[src/rtl/memory_read_arbiter_pkg.sv]
// Shared types for memory_read_arbiter: tag pipeline entry and one-hot index helper.
package memory_read_arbiter_pkg;

    // Upper bound on N_REQ; tag masks are sized to this and sliced by the top.
    localparam int unsigned MAX_REQ       = 16;
    localparam int unsigned MAX_REQ_IDX_W = $clog2(MAX_REQ);

    typedef struct packed {
        logic               valid;
        logic [MAX_REQ-1:0] mask;
    } tag_t;

    function automatic logic [MAX_REQ_IDX_W-1:0] onehot_to_idx(input logic [MAX_REQ-1:0] oh);
        logic [MAX_REQ_IDX_W-1:0] idx;
        idx = '0;
        for (int i = 0; i < int'(MAX_REQ); i++) begin
            if (oh[i]) idx = idx | MAX_REQ_IDX_W'(i);
        end
        return idx;
    endfunction

endpackage

[src/rtl/memory_read_arbiter_rr_picker.sv]
// Combinational round-robin picker: first eligible index searching upward from rr_ptr+1.
module rr_picker
    import memory_read_arbiter_pkg::*;
#(
    parameter int unsigned N_REQ = 4,
    parameter int unsigned IDX_W = $clog2(N_REQ)
) (
    input  logic [N_REQ-1:0] eligible,
    input  logic [IDX_W-1:0] rr_ptr,
    output logic [N_REQ-1:0] grant,
    output logic [IDX_W-1:0] grant_idx
);

    logic [IDX_W-1:0] idx;
    logic             found;

    always_comb begin
        grant = '0;
        found = 1'b0;
        idx   = '0;
        for (int k = 1; k <= int'(N_REQ); k++) begin
            idx = IDX_W'((32'(rr_ptr) + 32'(k)) % N_REQ);
            if (!found && eligible[idx]) begin
                found      = 1'b1;
                grant[idx] = 1'b1;
            end
        end
    end

    assign grant_idx = IDX_W'(onehot_to_idx(MAX_REQ'(grant)));

endmodule

[src/rtl/memory_read_arbiter.sv]
// Round-robin read arbiter sharing one fixed-latency instruction RAM between N_REQ engines.
// Optional MEM_ARB_ADDR_MERGE_EN: eligible requesters with the winner's address share its read.
module memory_read_arbiter
    import memory_read_arbiter_pkg::*;
#(
    parameter int unsigned N_REQ             = 4,
    parameter int unsigned MEMORY_WIDTH      = 20,
    parameter int unsigned MEMORY_ADDR_WIDTH = 11,
    parameter int unsigned MEM_LATENCY       = 1
) (
    input  logic                               clk,
    input  logic                               rst,
    input  logic [N_REQ-1:0]                   req_valid,
    input  logic [N_REQ*MEMORY_ADDR_WIDTH-1:0] req_addr,
    output logic [N_REQ-1:0]                   req_ready,
    output logic [MEMORY_WIDTH-1:0]            rsp_data,
    output logic                               mem_valid,
    output logic [MEMORY_ADDR_WIDTH-1:0]       mem_addr,
    input  logic [MEMORY_WIDTH-1:0]            mem_data
);

    localparam int unsigned IDX_W = $clog2(N_REQ);

    logic [N_REQ-1:0]             in_flight_q, in_flight_d;
    logic [N_REQ-1:0]             eligible, pick_oh, grant_mask;
    logic [IDX_W-1:0]             rr_ptr_q, rr_ptr_d, pick_idx;
    logic [MEMORY_ADDR_WIDTH-1:0] mem_addr_q, pick_addr;
    tag_t                         tag_q [MEM_LATENCY];
    tag_t                         tag_in, tag_tail;
    logic                         unused_tag_bits;

    // No grants while reset is asserted, so nothing enters the pipeline.
    assign eligible = rst ? '0 : (req_valid & ~in_flight_q);

    rr_picker #(
        .N_REQ (N_REQ),
        .IDX_W (IDX_W)
    ) u_rr_picker (
        .eligible  (eligible),
        .rr_ptr    (rr_ptr_q),
        .grant     (pick_oh),
        .grant_idx (pick_idx)
    );

    assign pick_addr = req_addr[pick_idx*MEMORY_ADDR_WIDTH +: MEMORY_ADDR_WIDTH];

`ifdef MEM_ARB_ADDR_MERGE_EN
    always_comb begin
        grant_mask = pick_oh;
        for (int i = 0; i < int'(N_REQ); i++) begin
            if (eligible[i] && (req_addr[i*MEMORY_ADDR_WIDTH +: MEMORY_ADDR_WIDTH] == pick_addr)) begin
                grant_mask[i] = 1'b1;
            end
        end
    end
`else
    assign grant_mask = pick_oh;
`endif

    assign mem_valid = |pick_oh;
    assign mem_addr  = mem_valid ? pick_addr : mem_addr_q;
    assign rsp_data  = mem_data;

    assign tag_in.valid = mem_valid;
    assign tag_in.mask  = MAX_REQ'(grant_mask);
    assign tag_tail     = tag_q[MEM_LATENCY-1];

    assign req_ready       = tag_tail.valid ? tag_tail.mask[N_REQ-1:0] : '0;
    assign unused_tag_bits = ^tag_tail.mask;

    assign in_flight_d = (in_flight_q & ~req_ready) | grant_mask;
    assign rr_ptr_d    = mem_valid ? pick_idx : rr_ptr_q;

    always_ff @(posedge clk) begin
        if (rst) begin
            in_flight_q <= '0;
            rr_ptr_q    <= IDX_W'(N_REQ - 1);
            mem_addr_q  <= '0;
            for (int i = 0; i < int'(MEM_LATENCY); i++) begin
                tag_q[i] <= '0;
            end
        end else begin
            in_flight_q <= in_flight_d;
            rr_ptr_q    <= rr_ptr_d;
            mem_addr_q  <= mem_addr;
            tag_q[0]    <= tag_in;
            for (int i = 1; i < int'(MEM_LATENCY); i++) begin
                tag_q[i] <= tag_q[i-1];
            end
        end
    end

endmodule

[config.mk]
export PLATFORM = sky130hd
export DESIGN_NAME = memory_read_arbiter
export DESIGN_NICKNAME = d
export VERILOG_FILES = /design/src/rtl/memory_read_arbiter_pkg.sv /design/src/rtl/memory_read_arbiter_rr_picker.sv /design/src/rtl/memory_read_arbiter.sv
export SDC_FILE = /design/constraint.sdc
export NUM_CORES = 1
export LEC_CHECK = 0
export BUFFER_PORTS_ARGS = -buffer_cell sky130_fd_sc_hd__buf_4
export CAP_MARGIN = 20
export CORE_MARGIN = 2
export CORE_UTILIZATION = 48
export DETAILED_ROUTE_END_ITERATION = 8
export PLACE_DENSITY = 0.94
export SETUP_SLACK_MARGIN = 0.3
export SLEW_MARGIN = 20
export SYNTH_ARGS = -nofsm -noshare
export SYNTH_HDL_FRONTEND = slang
export SYNTH_SLANG_ARGS = --single-unit
[constraint.sdc]
create_clock -name clk -period 6.4 [get_ports clk]
set_input_delay 0.64 -clock clk [delete_from_list [all_inputs] [get_ports clk]]
set_output_delay 0.64 -clock clk [all_outputs]
set_load 0.1 [all_outputs]
-- Word level (Yosys, flattened, before mapping)
Memories as Yosys holds them, arrays and structs flattened.
Cells that the tools add are included.
- register bits after elaboration: 17
- memory bits (writable): 5
- input port bits: 70
- memories kept: 1
- add/subtract/negate cells: 4
- multiply operators: 1
- $lt $le $gt $ge: 8
- shift-type cells: 1
- mux-type cells: 34
- bitwise logic cells: 8
- reductions and logical operators: 12
- memory list (memory ; depth ; bits a word ; read ports ; clocked after memory_dff ; write ports ; RTL line ; RTL):
    tag_q ; 1 ; 5 ; 1 ; 0 ; 1 ; memory_read_arbiter.sv:28 ; tag_t tag_q [MEM_LATENCY];
- operators with widths (kind ; number):
    indexed part select 44 x 7 -> 11 bit ; 1
    two-way mux 4 bit ; 6
    two-way mux 1 bit ; 16
    bitwise OR 4 bit ; 4
    less-than comparator 2 x 3 -> 1 bit, second input constant ; 4
    two-way mux 11 bit ; 1
    AND 4 bit ; 2
    binary-select mux 1 bit (select 2 bit) ; 4
    demux 1 bit (select 2 bit) ; 4
    >= comparator 2 x 1 -> 1 bit, second input constant ; 4
    NOT 4 bit ; 2
    logical AND 1 bit ; 7
    multiplier 2 x 4 -> 6 bit, second input constant ; 1
    two-way mux 5 bit ; 1
    OR reduction 5 bit ; 1
    adder 2 x 1 -> 2 bit, second input constant ; 2
    adder 2 bit, second input constant ; 2
    two-way mux 2 bit ; 2
    OR reduction 4 bit ; 1
    zero test 1 bit ; 3

-- Longest topological paths before layout
- depth in word-level cells: 21
- gate-level depth with buffers: 11
- gate-level depth less buffers: 9

-- Modules after synthesis
From an unflattened synthesis, not the netlist that was laid out.
- cells, all modules: 146
- area, all modules: 1582.8 sq um
- modules (own cells, without submodules) (module ; times used ; cells each ; area each (sq um) ; sequential area each (sq um)):
    memory_read_arbiter ; 1 ; 111 ; 1239.9 ; 440.4
    rr_picker ; 1 ; 35 ; 342.8 ; 0.0

-- Least setup slack after synthesis
No wires, ideal clock.
- kind: input -> output
- from: in rst
- to: out mem_addr[0]
- arrival time: 3.768 ns
- required time: 5.760 ns
- setup slack: 1.992 ns
- stages on the path: 10
- buffers on the path: 2
- cell sequence: buf_6 -> or4bb_1 -> nand2_1 -> o22ai_1 -> and3_4 -> a2111oi_4 -> nand3b_2 -> buf_6 -> o22ai_2 -> nor2_1
- word-level cells in the longest chain between the ends: 19
- RTL lines (item ; RTL line ; RTL):
    start: declaration ; memory_read_arbiter.sv:12 ; input logic rst,
    two-way mux 4 bit (*) ; memory_read_arbiter.sv:33 ; assign eligible = rst ? '0 : (req_valid & ~in_flight_q);
    binary-select mux 1 bit (select 2 bit) ; memory_read_arbiter_rr_picker.sv:23 ; if (!found && eligible[idx]) begin
    two-way mux 1 bit (implied by the code) ; memory_read_arbiter_rr_picker.sv:23 ;
    two-way mux 1 bit ; memory_read_arbiter_rr_picker.sv:23 ;
    zero test 1 bit ; memory_read_arbiter_rr_picker.sv:23 ;
    logical AND 1 bit ; memory_read_arbiter_rr_picker.sv:23 ;
    two-way mux 1 bit ; memory_read_arbiter_rr_picker.sv:23 ;
    zero test 1 bit ; memory_read_arbiter_rr_picker.sv:23 ;
    (+2 left out) ; -- ;
    zero test 1 bit ; memory_read_arbiter_rr_picker.sv:23 ;
    logical AND 1 bit ; memory_read_arbiter_rr_picker.sv:23 ;
    two-way mux 4 bit (*) ; memory_read_arbiter_rr_picker.sv:23 ;
    two-way mux 1 bit ; memory_read_arbiter_pkg.sv:17 ; if (oh[i]) idx = idx | MAX_REQ_IDX_W'(i);
    two-way mux 2 bit (2 in series) ; memory_read_arbiter_pkg.sv:17 ;
    multiplier 2 x 4 -> 6 bit ; memory_read_arbiter.sv:45 ; assign pick_addr = req_addr[pick_idx*MEMORY_ADDR_WIDTH +: MEMORY_ADDR_WIDTH];
    indexed part select 44 x 7 -> 11 bit ; memory_read_arbiter.sv:45 ;
    two-way mux 11 bit (*) ; memory_read_arbiter.sv:61 ; assign mem_addr = mem_valid ? pick_addr : mem_addr_q;
    end: declaration ; memory_read_arbiter.sv:18 ; output logic [MEMORY_ADDR_WIDTH-1:0] mem_addr,
Every way passes the cells marked *; elsewhere a longest branch is shown, timed or not. The select of a mux whose other input is x is not followed.

-- Final worst setup path
- from: reg rr_ptr_q[0]
- to: out mem_addr[10]
- word-level cells in the longest chain between the ends: 19
- RTL lines (item ; RTL line ; RTL):
    start: declaration ; memory_read_arbiter.sv:26 ; logic [IDX_W-1:0] rr_ptr_q, rr_ptr_d, pick_idx;
    start signal: assignment ; memory_read_arbiter.sv:77 ; rr_ptr_q <= IDX_W'(N_REQ - 1);
    start signal: assignment ; memory_read_arbiter.sv:84 ; rr_ptr_q <= rr_ptr_d;
    branches (longest 12 deep; another with less-than comparator 2 x 3 -> 1 bit) ; -- ;
    two-way mux 4 bit (*) ; memory_read_arbiter_rr_picker.sv:23 ;
    two-way mux 1 bit ; memory_read_arbiter_pkg.sv:17 ;
    two-way mux 2 bit (2 in series) ; memory_read_arbiter_pkg.sv:17 ;
    multiplier 2 x 4 -> 6 bit ; memory_read_arbiter.sv:45 ;
    indexed part select 44 x 7 -> 11 bit ; memory_read_arbiter.sv:45 ;
    two-way mux 11 bit (*) ; memory_read_arbiter.sv:61 ;
Mark *: on every way between the ends. The select of a mux whose other input is x is not followed.

==> results.ini <==
[sta]
finalSetupTns_ns = 0
tightest_slew_ns = 0.769
rsz0062_at_grt = false
finalHoldViolations = 0
fmax_ghz = 0.205
setup_ws_ns = 1.52
slew_headroom = 0.486
skew_ns = 0.00266
fin_crit_sh = 0.762
finalSetupViolCount = 0
post-route-min-period_ns = 4.88
holdWs_ns = 0.543
slew_violations = 0

[cts]
cts_tree = done
holdBufCountCts = 0
numCtsBuffers = 3
cts_resized = 0
clockRootBuffer = clkbuf_8
clockBufferDepth = 2
htreeDepth = 1
cts_setup_buffers = 0
clk-insertion-delay-late_ns = 0.26
path_clk_slew_ns = 0.08
clock-sinks = 22

[critical_path]
cpMostUsedCell = nor2_1
critPathBufInv = 2
critPathCaptureType = primary output
cp_cell_sequence = inv_1, ha_1, o21ba_2, mux2i_1, nor2_1, a221oi_4, nand3b_1, o22ai_1, nor2_1, buf_4
crit_type = reg -> out
cp.arrival_ns = 4.24
required_ns = 5.76
cp_top_family = compound AO/OA/AOI/OAI gates
cp-start-kind = flip-flop
critical-path-max-stage-delay_ns = 0.69
crit_slowest_cell = nand3b_1
crit_fanout = 17

[global_route]
grt_overflow = 0
grt_pass1_wl_um = 6910
grt_pass1_vias = 1462
grt.total_usage = 0.202
grt_max_degree = 21
grt_antenna_before_repair = 0

[final_layout]
layout-drive-gt1-share = 0.517
fillers = 312
final_common_cell = buf_4
antenna_cells = 0
layout_common_cells = buf_4 (66), dfxtp_1 (22), o22ai_2 (19)
nNetsFinal = 309
final_core_util = 0.614
syn_to_final_growth_pct = 20.5

[die]
initial_utilization = 0.510
die_w_um = 66.8
die_h_um = 66.8
fp.dieArea_sq_um = 4470
ios = 106
fp.coreArea_sq_um = 3720
placementRows = 22

[yosys]
postSynth.asyncResetShare = 0
ys_types = 51
synth_cells = 190
yosysWarnings = 0
syn_area_sq_um = 1900
ys_seq_area_frac = 0.232
synth-edff-count = 0
yosys_register_bits = 22
synth_ff_type = dfxtp_1
synth_nets = 268
synth_area_per_cell_sq_um = 9.98

[drt]
drtAntennaViolNets = 0
wl_um = 4620
remaining_drc_errors = 0
drt_iter0_markers = 46
drtPass1Iterations = 4
vias_per_cell = 5.74
routed-via-count = 1597
wl_per_cell_um = 16.6

[placement]
dpl_worst_slack_ns = 1.84
numPortBuffers = 65
dpl.hpwl_um = 3590
place_congestion = 0.929

[flow_run]
drv_cap = 0

[outcome]
outcome = finished, final reports clean

[min_path]
hold_path.class = reg -> reg

==> synthesized netlist by cell type (all sizes together), types with 4 or more instances <==
| cell type | count | area [sq um] |
|---|---|---|
| nor3b | 4 | 30.0 |
| dfxtp | 22 | 440 |
| nor3 | 12 | 115 |
| nand2 | 8 | 30.0 |
| o22a | 11 | 96.3 |
| nor2 | 14 | 52.6 |
| nand3 | 4 | 25.0 |
| a21oi | 4 | 23.8 |
| ha | 8 | 100 |
| o22ai | 23 | 290 |
| inv | 7 | 26.3 |
| buf | 29 | 235 |
==> routing by layer <==
layer / track usage / share of wire / up-vias / routed length (um)
met5: 0 / 0 / - / 0
met1: 0.261 / 0.41 / 743 / 1890
li1: - / - / 785 / -
met4: 0.0638 / 0.020 / 0 / 92
met2: 0.335 / 0.52 / 57 / 2380
met3: 0.0422 / 0.054 / 12 / 247
==> cells by family after synthesis <==
logic type / after synthesis / share of synthesized area
AO/OA/AOI/OAI: 64 / 0.356
buffers and inverters: 37 / 0.140
adder cells (fa/ha/maj): 8 / 0.0528
flip-flops: 22 / 0.232
multiplexers: 1 / 0.00528
AND/OR/NAND/NOR: 58 / 0.213
==> layout make-up <==
cell class                      count  area (sq um)  share of cell area
Multi-Input combinational cell    131          1190               0.521
Timing Repair Buffer               66           495               0.217
Sequential cell                    22           440               0.193
Tap cell                           48          60.1              0.0263
Clock buffer                        3          41.3              0.0181
Clock inverter                      1          30.0              0.0132
Inverter                            7          26.3              0.0115
==> flip-flops by register name (all words and copies together), names as in the netlist <==
register,count
in_flight_q,4
tag_q,5
rr_ptr_q,2
mem_addr_q,11
==> per-stage QoR <==
stage / instance area (sq um) / instances
2_1_floorplan: 1900 / 190
3_3_place_gp: 2210 / 274
3_5_place_dp: 2210 / 274
4_1_cts: 2280 / 278
5_1_grt: 2280 / 278
6_report: 2280 / 278
==> worst reg2reg max path, delay by kind of cell (launching register included) <==
kind	cells	cell delay (ns)
AO/OA/AOI/OAI	3	1.26
adder cells (fa/ha/maj)	1	0.41
AND/OR/NAND/NOR	3	0.94
multiplexers	1	0.26
flip-flops	1	0.64
buffers and inverters	1	0.22
==> worst paths after layout <==
check                                               from                   endpoint  slack, ns  cells after the start
worst max-delay path            rr_ptr_q[0]$_SDFFE_PP1N_               mem_addr[10]       1.52                     10
worst min-delay path              tag_q[0][2]$_SDFF_PP0_  in_flight_q[2]$_SDFF_PP0_       0.54                      2
worst max register to register  rr_ptr_q[0]$_SDFFE_PP1N_  mem_addr_q[10]$_SDFF_PP0_       2.56                      9
worst min register to register    tag_q[0][2]$_SDFF_PP0_  in_flight_q[2]$_SDFF_PP0_       0.54                      2
Power is left out: the tool's default activity adds up to more than one toggle a clock period on the data nets, which glitch-free logic cannot reach.
